<file path="src/rtl/i2c_master_sequencer_if.sv">
// Host, bit-timer and bus-level signals of the I2C master sequencer.
// master: the side that drives requests and timer/bus status (host + bit timer).
// slave:  the sequencer itself.
interface i2c_master_sequencer_if;
    logic [31:0] clock_div;
    logic        go;
    logic [6:0]  addr;
    logic        rw;
    logic [7:0]  byte_count;
    logic        tx_valid;
    logic        tx_ready;
    logic        shift_load;
    logic        shift_sel;
    logic        rx_push;
    logic        timer_active;
    logic        direction;
    logic        should_nack;
    logic        byte_complete;
    logic        ack;
    logic        abort;
    logic        SDA_sync;
    logic        SCL_sync;
    logic        seq_SDA_out;
    logic        seq_SCL_out;
    logic        timer_owns_bus;
    logic        busy;
    logic        done;
    logic        err_nack;
    logic        err_arb;
    logic        err_busy;

    modport master (
        output clock_div, go, addr, rw, byte_count, tx_valid,
               byte_complete, ack, abort, SDA_sync, SCL_sync,
        input  tx_ready, shift_load, shift_sel, rx_push, timer_active,
               direction, should_nack, seq_SDA_out, seq_SCL_out,
               timer_owns_bus, busy, done, err_nack, err_arb, err_busy
    );

    modport slave (
        input  clock_div, go, addr, rw, byte_count, tx_valid,
               byte_complete, ack, abort, SDA_sync, SCL_sync,
        output tx_ready, shift_load, shift_sel, rx_push, timer_active,
               direction, should_nack, seq_SDA_out, seq_SCL_out,
               timer_owns_bus, busy, done, err_nack, err_arb, err_busy
    );
endinterface

</file>
<file path="src/rtl/i2c_master_sequencer.sv">
// I2C master transaction sequencer: START, address byte, data bytes via an
// external bit timer, STOP, with sticky NACK / arbitration / busy-bus status.
module i2c_master_sequencer #(
    parameter int unsigned MAX_BYTES = 255
) (
    input  logic                      clk,
    input  logic                      n_rst,
    i2c_master_sequencer_if.slave     bus
);

    localparam logic [3:0] IDLE        = 4'd0;
    localparam logic [3:0] START_SETUP = 4'd1;
    localparam logic [3:0] START_HOLD  = 4'd2;
    localparam logic [3:0] LOAD        = 4'd3;
    localparam logic [3:0] BYTE        = 4'd4;
    localparam logic [3:0] CHECK       = 4'd5;
    localparam logic [3:0] STOP_LOW    = 4'd6;
    localparam logic [3:0] STOP_SCL    = 4'd7;
    localparam logic [3:0] STOP_SDA    = 4'd8;
    localparam logic [3:0] FINISH      = 4'd9;

    localparam logic [7:0] MAX_B = MAX_BYTES[7:0];

    logic [3:0]  state, next_state;
    logic [31:0] phase_cnt, div_q;
    logic        rw_q, first_q;
    logic [7:0]  remaining, rem_after;
    logic        done_q, err_nack_q, err_arb_q, err_busy_q;
    logic        phase_done, bus_free, go_ok, tx_nack;

    assign phase_done = (phase_cnt == div_q);
    assign bus_free   = bus.SDA_sync & bus.SCL_sync;
    assign go_ok      = (state == IDLE) & bus.go;
    // The address byte's NACK and a write byte's NACK both end the transfer;
    // on read bytes ack is our own ACK/NACK, not a status.
    assign tx_nack    = (first_q | ~rw_q) & bus.ack;
    // The address byte does not consume a data byte; no wrap below zero.
    assign rem_after  = first_q ? remaining :
                        (remaining == 8'd0) ? 8'd0 : remaining - 8'd1;

    // Next-state decode
    always_comb begin
        next_state = state;
        case (state)
            IDLE:        if (bus.go && bus_free) next_state = START_SETUP;
            START_SETUP: if (phase_done) next_state = START_HOLD;
            START_HOLD:  if (phase_done) next_state = LOAD;
            LOAD:        if (first_q || rw_q || bus.tx_valid) next_state = BYTE;
            BYTE: begin
                if (bus.abort)              next_state = IDLE;
                else if (bus.byte_complete) next_state = CHECK;
            end
            CHECK: begin
                if (tx_nack || rem_after == 8'd0) next_state = STOP_LOW;
                else                              next_state = LOAD;
            end
            STOP_LOW:    if (phase_done) next_state = STOP_SCL;
            STOP_SCL:    if (phase_done && bus.SCL_sync) next_state = STOP_SDA;
            STOP_SDA:    if (phase_done) next_state = FINISH;
            FINISH:      next_state = IDLE;
            default:     next_state = IDLE;
        endcase
    end

    // State, phase counter, captured request and sticky status
    always_ff @(posedge clk or negedge n_rst) begin
        if (!n_rst) begin
            state      <= IDLE;
            phase_cnt  <= 32'd0;
            div_q      <= 32'd0;
            rw_q       <= 1'b0;
            first_q    <= 1'b0;
            remaining  <= 8'd0;
            done_q     <= 1'b0;
            err_nack_q <= 1'b0;
            err_arb_q  <= 1'b0;
            err_busy_q <= 1'b0;
        end else begin
            state  <= next_state;
            done_q <= 1'b0;
            if (next_state != state)  phase_cnt <= 32'd0;
            else if (!phase_done)     phase_cnt <= phase_cnt + 32'd1;

            if (go_ok) begin
                div_q      <= bus.clock_div;
                rw_q       <= bus.rw;
                first_q    <= 1'b1;
                remaining  <= (bus.byte_count > MAX_B) ? MAX_B : bus.byte_count;
                err_nack_q <= 1'b0;
                err_arb_q  <= 1'b0;
                err_busy_q <= ~bus_free;
                done_q     <= ~bus_free;
            end

            if (state == BYTE && bus.abort) begin
                err_arb_q <= 1'b1;
                done_q    <= 1'b1;
            end

            if (state == CHECK) begin
                remaining <= rem_after;
                first_q   <= 1'b0;
                if (tx_nack) err_nack_q <= 1'b1;
            end
        end
    end

    // START/STOP bus levels; released (high) outside those phases
    always_comb begin
        bus.seq_SDA_out = 1'b1;
        bus.seq_SCL_out = 1'b1;
        case (state)
            START_HOLD: bus.seq_SDA_out = 1'b0;
            LOAD, BYTE, CHECK, STOP_LOW: begin
                bus.seq_SDA_out = 1'b0;
                bus.seq_SCL_out = 1'b0;
            end
            STOP_SCL:   bus.seq_SDA_out = 1'b0;
            default: ;
        endcase
    end

    assign bus.busy           = (state != IDLE);
    assign bus.timer_active   = (state == BYTE);
    assign bus.timer_owns_bus = (state == BYTE);
    assign bus.direction      = first_q | ~rw_q;
    assign bus.should_nack    = (state == BYTE) & ~first_q & rw_q & (remaining == 8'd1);
    assign bus.shift_load     = (state == LOAD) & (first_q | (~rw_q & bus.tx_valid));
    assign bus.shift_sel      = ~first_q;
    assign bus.tx_ready       = (state == LOAD) & ~first_q & ~rw_q & bus.tx_valid;
    assign bus.rx_push        = (state == CHECK) & ~first_q & rw_q;
    assign bus.done           = done_q | (state == FINISH);
    assign bus.err_nack       = err_nack_q;
    assign bus.err_arb        = err_arb_q;
    assign bus.err_busy       = err_busy_q;

endmodule

</file>
<file path="src/flat_wrapper.sv">
// flat-port wrapper written by rule: the top's interface ports become plain ports
module i2c_master_sequencer_flat 
#(
    parameter int unsigned MAX_BYTES = 255
)
  (clk, n_rst, bus_clock_div, bus_go, bus_addr, bus_rw, bus_byte_count, bus_tx_valid, bus_byte_complete, bus_ack, bus_abort, bus_SDA_sync, bus_SCL_sync, bus_tx_ready, bus_shift_load, bus_shift_sel, bus_rx_push, bus_timer_active, bus_direction, bus_should_nack, bus_seq_SDA_out, bus_seq_SCL_out, bus_timer_owns_bus, bus_busy, bus_done, bus_err_nack, bus_err_arb, bus_err_busy);
  i2c_master_sequencer_if bus_i ();
  input  logic clk;
  input  logic n_rst;
  input wire logic [$bits(bus_i.clock_div)-1:0] bus_clock_div;
  input wire logic [$bits(bus_i.go)-1:0] bus_go;
  input wire logic [$bits(bus_i.addr)-1:0] bus_addr;
  input wire logic [$bits(bus_i.rw)-1:0] bus_rw;
  input wire logic [$bits(bus_i.byte_count)-1:0] bus_byte_count;
  input wire logic [$bits(bus_i.tx_valid)-1:0] bus_tx_valid;
  input wire logic [$bits(bus_i.byte_complete)-1:0] bus_byte_complete;
  input wire logic [$bits(bus_i.ack)-1:0] bus_ack;
  input wire logic [$bits(bus_i.abort)-1:0] bus_abort;
  input wire logic [$bits(bus_i.SDA_sync)-1:0] bus_SDA_sync;
  input wire logic [$bits(bus_i.SCL_sync)-1:0] bus_SCL_sync;
  output wire logic [$bits(bus_i.tx_ready)-1:0] bus_tx_ready;
  output wire logic [$bits(bus_i.shift_load)-1:0] bus_shift_load;
  output wire logic [$bits(bus_i.shift_sel)-1:0] bus_shift_sel;
  output wire logic [$bits(bus_i.rx_push)-1:0] bus_rx_push;
  output wire logic [$bits(bus_i.timer_active)-1:0] bus_timer_active;
  output wire logic [$bits(bus_i.direction)-1:0] bus_direction;
  output wire logic [$bits(bus_i.should_nack)-1:0] bus_should_nack;
  output wire logic [$bits(bus_i.seq_SDA_out)-1:0] bus_seq_SDA_out;
  output wire logic [$bits(bus_i.seq_SCL_out)-1:0] bus_seq_SCL_out;
  output wire logic [$bits(bus_i.timer_owns_bus)-1:0] bus_timer_owns_bus;
  output wire logic [$bits(bus_i.busy)-1:0] bus_busy;
  output wire logic [$bits(bus_i.done)-1:0] bus_done;
  output wire logic [$bits(bus_i.err_nack)-1:0] bus_err_nack;
  output wire logic [$bits(bus_i.err_arb)-1:0] bus_err_arb;
  output wire logic [$bits(bus_i.err_busy)-1:0] bus_err_busy;
  assign bus_i.clock_div = bus_clock_div;
  assign bus_i.go = bus_go;
  assign bus_i.addr = bus_addr;
  assign bus_i.rw = bus_rw;
  assign bus_i.byte_count = bus_byte_count;
  assign bus_i.tx_valid = bus_tx_valid;
  assign bus_i.byte_complete = bus_byte_complete;
  assign bus_i.ack = bus_ack;
  assign bus_i.abort = bus_abort;
  assign bus_i.SDA_sync = bus_SDA_sync;
  assign bus_i.SCL_sync = bus_SCL_sync;
  assign bus_tx_ready = bus_i.tx_ready;
  assign bus_shift_load = bus_i.shift_load;
  assign bus_shift_sel = bus_i.shift_sel;
  assign bus_rx_push = bus_i.rx_push;
  assign bus_timer_active = bus_i.timer_active;
  assign bus_direction = bus_i.direction;
  assign bus_should_nack = bus_i.should_nack;
  assign bus_seq_SDA_out = bus_i.seq_SDA_out;
  assign bus_seq_SCL_out = bus_i.seq_SCL_out;
  assign bus_timer_owns_bus = bus_i.timer_owns_bus;
  assign bus_busy = bus_i.busy;
  assign bus_done = bus_i.done;
  assign bus_err_nack = bus_i.err_nack;
  assign bus_err_arb = bus_i.err_arb;
  assign bus_err_busy = bus_i.err_busy;
  i2c_master_sequencer #(.MAX_BYTES(MAX_BYTES)) u_core (.clk(clk), .n_rst(n_rst), .bus(bus_i));
endmodule
</file>
<file path="config.mk">
export PLATFORM = sky130hd
export DESIGN_NAME = i2c_master_sequencer_flat
export DESIGN_NICKNAME = d
export VERILOG_FILES = /design/src/rtl/i2c_master_sequencer_if.sv /design/src/rtl/i2c_master_sequencer.sv /design/src/flat_wrapper.sv
export SDC_FILE = /design/constraint.sdc
export NUM_CORES = 1
export LEC_CHECK = 0
export CAP_MARGIN = 20
export CORE_MARGIN = 2
export CORE_UTILIZATION = 54
export DETAILED_ROUTE_END_ITERATION = 6
export GPL_TIMING_DRIVEN = 0
export PLACE_DENSITY_LB_ADDON = 0.3
export SETUP_SLACK_MARGIN = 0.02
export SYNTH_ARGS = -nofsm -noshare
export SYNTH_HDL_FRONTEND = slang
export SYNTH_SLANG_ARGS = --single-unit
</file>
<file path="constraint.sdc">
create_clock -name clk -period 3.02 [get_ports clk]
set_clock_uncertainty 0.1 [all_clocks]
set_input_delay 0.302 -clock clk [delete_from_list [all_inputs] [get_ports clk]]
set_output_delay 0.302 -clock clk [all_outputs]
set_load 0.01 [all_outputs]
</file>
Word-level counts from Yosys, hierarchy flattened
Cells that the tools add are included.
- bits in registers: 82
- output and inout bits: 15
- $add $sub $neg: 2
- $lt $le $gt $ge: 1
- eq/ne operators: 13
- mux-type cells: 29
- bitwise operators: 19
- reductions and logical operators: 14
- operators with widths (operator ; count):
    $mux W32 ; 2
    $mux W8 ; 5
    $mux W4 ; 9
    $pmux W4 S9 ; 1
    $add A32 B1 Y32 const B ; 1
    $eq A32 B32 Y1 ; 1
    $eq A4 B3 Y1 const B ; 4
    $logic_not A8 Y1 ; 2
    $and A1 B1 Y1 ; 13
    $mux W1 ; 11
    $eq A4 B2 Y1 const B ; 2
    $eq A4 B4 Y1 const B ; 2
    $eq A8 B1 Y1 const B ; 1
    $gt A8 B8 Y1 const B ; 1
    $sub A8 B1 Y8 const B ; 1
    $reduce_or A6 Y1 ; 1
    $eq A4 B1 Y1 const B ; 1
    $logic_not A4 Y1 ; 1
    $ne A4 B4 Y1 ; 1
    $reduce_bool A2 Y1 ; 2
    $reduce_bool A4 Y1 ; 1
    $reduce_or A4 Y1 ; 1
    $logic_and A1 B1 Y1 ; 3
    $logic_or A1 B1 Y1 ; 3
    4 further kinds ; 8

Depth between registers and ports, before layout
Gate-level depths: netlist of the first run.
- depth in word-level cells: 9
- gate-level depth with buffers: 10
- gate-level depth less buffers: 9

Least setup slack after synthesis of the first run
No wires, ideal clock.
- path type: register to register
- start: register u_core.remaining[0]
- end: register u_core.phase_cnt[0]
- library setup time: 86 ps
- arrival: 2216 ps
- data required time: 2834 ps
- path slack: 618 ps
- cell stages (with the launch flop): 11
- buffers on the path: 1
- period minus slack after synthesis: 2402 ps
- cells stage by stage: dfrtp_1 > inv_1 > ha_1 > nor4bb_1 > a22oi_1 > o31a_1 > o31ai_2 > nand2_1 > nor3b_2 > buf_6 > nor3_1
- longest elaborated chain between the ends: 9
- ends and longest elaborated chain (what ; line ; text):
    from (decl) ; i2c_master_sequencer.sv:27 ; logic [7:0] remaining, rem_after;
    from (signal assigned) ; i2c_master_sequencer.sv:88 ; remaining <= (bus.byte_count > MAX_B) ? MAX_B : bus.byte_count;
    from (signal assigned) ; i2c_master_sequencer.sv:101 ; remaining <= rem_after;
    $sub A8 B1 Y8 / $logic_not A8 Y1 (equally long branches) ; i2c_master_sequencer.sv:39 ; (remaining == 8'd0) ? 8'd0 : remaining - 8'd1;
    $mux W8 ; i2c_master_sequencer.sv:39 ;
    $mux W8 * ; i2c_master_sequencer.sv:38 ; assign rem_after = first_q ? remaining :
    $logic_not A8 Y1 * ; i2c_master_sequencer.sv:54 ; if (tx_nack || rem_after == 8'd0) next_state = STOP_LOW;
    $logic_or A1 B1 Y1 * ; i2c_master_sequencer.sv:54 ;
    $mux W3 * ; i2c_master_sequencer.sv:54 ;
    $pmux W4 S9 * ; i2c_master_sequencer.sv:44 ; case (state)
    $ne A4 B4 Y1 * ; i2c_master_sequencer.sv:81 ; if (next_state != state) phase_cnt <= 32'd0;
    $ne A2 B2 Y1 (no line) / $mux W32 (equally long branches) ; n/a ;
    to (signal assigned) ; i2c_master_sequencer.sv:82 ; else if (!phase_done) phase_cnt <= phase_cnt + 32'd1;
    to (decl) ; i2c_master_sequencer.sv:25 ; logic [31:0] phase_cnt, div_q;
Every way passes the cells marked *; elsewhere a longest branch is shown, timed or not.
A chain may end at the register's enable or synchronous reset.

Worst setup path in the final report of the first run
- start: register u_core.phase_cnt[7]
- end: register u_core.phase_cnt[0]
- longest elaborated chain between the ends: 6
- ends and longest elaborated chain (what ; line ; text):
    $eq A32 B32 Y1 * ; i2c_master_sequencer.sv:31 ; assign phase_done = (phase_cnt == div_q);
    $logic_and A1 B1 Y1 ; i2c_master_sequencer.sv:58 ; STOP_SCL: if (phase_done && bus.SCL_sync) next_state = STOP_SDA;
    $mux W4 ; i2c_master_sequencer.sv:58 ;
    $pmux W4 S9 ; i2c_master_sequencer.sv:44 ;
    $ne A4 B4 Y1 ; i2c_master_sequencer.sv:81 ;
    $ne A2 B2 Y1 (no line) / $mux W32 (equally long branches) ; n/a ;
Marks and branches as above.

==> results of run 1 <==
-- metrics by stage --
stage	instance area [sq um]	TNS (ns)	setup WS, ns	hold WS [ns]
4_1_cts	5662	0	0.05738	0.3609
2_1_floorplan	4661	0	0.6184	-0.09359
6_report	5689	0	0.1475	0.3617
3_5_place_dp	5458	0	0.06703	0.2109
5_1_grt	5689	0	0.007332	0.3601
3_3_place_gp	5433	-110.39	-1.351	0.3639
-- power by group --
part           switching, mW  internal (mW)  total (mW)
clock                  0.424          0.384       0.808
combinational          0.750          0.573        1.32
sequential             0.302           1.42        1.72
-- final cells by class --
cell class	count	share of cell area
multi-input combinational	403	0.4284
sequential	82	0.3607
timing repair buffer	66	0.1188
buffer	30	0.02903
tap	105	0.02309
clock buffer	10	0.02243
clock inverter	6	0.01166
inverter	9	0.005938
-- kinds of logic (layout without fill, tap and decap cells) --
logic type,count (synthesis),in the layout,synth area share
AOI/OAI and AO/OA,52,52,0.07866
xor gates and xnor gates,63,63,0.1184
adders and majority gates,3,3,0.008055
buffers and inverters,39,121,0.04268
DFF,82,82,0.4403
muxes,3,3,0.007784
and+or+nand+nor,282,282,0.3042
-- critical path: stages (launching register included) --
cell     delay, ns
dfrtp_1       0.38
buf_2         0.17
xor2_1        0.18
nor4_2        0.36
nand4_1       0.28
nor2_2        0.32
buf_6         0.20
nand4_1       0.10
nand3_1       0.25
buf_2         0.31
nor3_1        0.10
-- sequential cells by signal (all words and copies together) (netlist names) --
signal,cells
u_core.bus.err_arb,1
u_core.remaining,8
u_core.phase_cnt,32
u_core.done_q,1
u_core.bus.err_busy,1
u_core.bus.err_nack,1
u_core.div_q,32
u_core.state,4
u_core.first_q,1
u_core.rw_q,1
-- timing repair --
action | in CTS | in global routing
resized for setup | 0 | 4
hold buffers | 1 | 0
endpoints found under the setup margin | 0 | 33
hold endpoints to repair | 37 | 0
-- synthesized netlist by cell type, drive strengths merged, types with 4 or more instances --
master	n	share of area
xor2	42	0.079
o31ai	5	0.0091
nor2	32	0.026
nand2b	4	0.0054
a31oi	5	0.0067
xnor2	21	0.039
buf	18	0.026
nand3	15	0.019
a21oi	8	0.0086
inv	9	0.0072
o21ai	13	0.014
nand2	130	0.11
nor4	18	0.027
nand4	9	0.013
and3	4	0.0054
or4	7	0.013
and4	4	0.0081
nor3	42	0.050
a221o	6	0.013
dfrtp	82	0.44
clkbuf	12	0.0097
-- metal layers --
layer,vias up,track usage,share of wire
li1,1963,-,-
met3,17,0.04118,0.043
met2,125,0.4380,0.49
met5,-,0,0
met4,0,0.09534,0.017
met1,1973,0.3503,0.45
-- worst max-delay path by stage --
| stage | endpoint | from | cells after the start | slack (ns) |
|---|---|---|---|---|
| floorplan | u_core.phase_cnt[0]$_DFFE_PN0P_ | u_core.remaining[0]$_DFFE_PN0P_ | 10 | 0.62 |
| global placement | u_core.div_q[25]$_DFFE_PN0P_ | n_rst | 1 | -1.35 |
| detailed placement | u_core.phase_cnt[0]$_DFFE_PN0P_ | u_core.phase_cnt[7]$_DFFE_PN0P_ | 10 | 0.07 |
| CTS | u_core.phase_cnt[0]$_DFFE_PN0P_ | u_core.phase_cnt[7]$_DFFE_PN0P_ | 9 | 0.06 |
| global route | bus_rx_push | u_core.state[2]$_DFF_PN0_ | 6 | 0.007 |
| finish | u_core.phase_cnt[0]$_DFFE_PN0P_ | u_core.phase_cnt[7]$_DFFE_PN0P_ | 10 | 0.15 |
==> flow_metrics.env, run 1 <==
export IMPL_totalWireLength_microns=12130
export IMPL_cp_arrival_ns=3.00
export IMPL_syn_mean_instance_area_sq_um=8.895
export IMPL_path_clk_slew_ns=0.08
export IMPL_final_common_cell="nand2_1"
export IMPL_postRouteAntennaNets=0
export IMPL_max_slew_margin=0.4248
export IMPL_ys_async_sr_fraction=1.000
export IMPL_wl_per_cell_microns=17.06
export IMPL_h_tree_depth=3
export IMPL_dp_hpwl_microns=8676
export IMPL_ys_seq_area_frac=0.4403
export IMPL_path_max_fanout=10
export IMPL_grt_first_pass_wirelength_microns=20270
export IMPL_rrSetupSlack_ns=0.15
export IMPL_leakage_nw=2.524
export IMPL_tightest_slew_ns=0.8562
export IMPL_required_ns=3.15
export IMPL_globalRouteOverflowTotal=0
export IMPL_min_path_type="in2async"
export IMPL_setup_violations_final=0
export IMPL_synthCells=524
export IMPL_antenna_cells=0
export IMPL_synth_edf_count=0
export IMPL_ys_ff_latch=82
export IMPL_gp_congestion=0.9274
export IMPL_vias=4078
export IMPL_areaGrowthSynthToFinish_pct=22.07
export IMPL_grt_pass1_vias=4122
export IMPL_synth_yosys_warnings=0
export IMPL_antenna_found_initial=0
export IMPL_io_pins=72
export IMPL_crit_path_start_kind="flop"
export IMPL_drc=0
export IMPL_fin_crit_sh=0.9512
export IMPL_fillCellCount=697
export IMPL_die_height_microns=96.90
export IMPL_r2r_start="u_core.phase_cnt[7]$_DFFE_PN0P_"
export IMPL_synth_fp_nets=584
export IMPL_peakVddDrop_mv=0.3897
export IMPL_first_pass_iters=5
export IMPL_end_kind="flop"
export IMPL_die_area_sq_um=9390
export IMPL_rsz0062_at_grt="yes"
export IMPL_ys_flop_type="dfrtp_1"
export IMPL_final_core_util=0.6855
export IMPL_cts_tree="built"
export IMPL_cts_buffers_inserted=9
export IMPL_seq_area_sq_um=2052
export IMPL_cap_violations=0
export IMPL_row_count=33
export IMPL_p_per_area_nw_per_um2=677.2
export IMPL_most_common_layout_cells="129 x nand2_1, 82 x dfrtp_1, 63 x clkdlybuf4s50_1"
export IMPL_die_w_microns=96.90
export IMPL_nets=661
export IMPL_drtIter0Drc=333
export IMPL_start_util=0.5616
export IMPL_gr_usage_all_layers=0.2635
export IMPL_clock_sinks=82
export IMPL_worst_skew_pair_late_latency_ns=0.35
export IMPL_r2r_end="u_core.phase_cnt[0]$_DFFE_PN0P_"
export IMPL_vias_per_cell=5.736
export IMPL_cts_root_buffer="clkbuf_8"
export IMPL_dp_cells=694
export IMPL_ys_types=63
export IMPL_finalHoldViolations=0
export IMPL_drive_gt1_frac=0.09571
export IMPL_reg2regPathDepth=10
export IMPL_grt_max_degree=46
export IMPL_crit_type="reg2reg"
export IMPL_io_buffers=64
export IMPL_fp_coreArea_sq_um=8299
export IMPL_status="finished clean"
export IMPL_layoutNonFillerInstCount=711
export IMPL_fmax_mhz=348.1
export IMPL_min_period_ns=2.873
export IMPL_finalPower_mw=3.853
export IMPL_syn_area_sq_um=4661
export IMPL_cts_setup_buffers=0
export IMPL_multi_input_area_sq_um=2437
export IMPL_clk_path_buf_depth=2
export IMPL_drv_slew=0
Note: power is estimated with default switching activity, not from simulation.
==> run 2, diff against run 1 <==
--- a/config.mk
+++ b/config.mk
@@ -12,6 +12,7 @@
 export GPL_TIMING_DRIVEN = 0
 export PLACE_DENSITY_LB_ADDON = 0.3
 export SETUP_SLACK_MARGIN = 0.02
+export SLEW_MARGIN = 10
 export SYNTH_ARGS = -nofsm -noshare
 export SYNTH_HDL_FRONTEND = slang
 export SYNTH_SLANG_ARGS = --single-unit
==> results of run 2 <==
No change in the layout: final DEF, timing and power equal those of run 1.
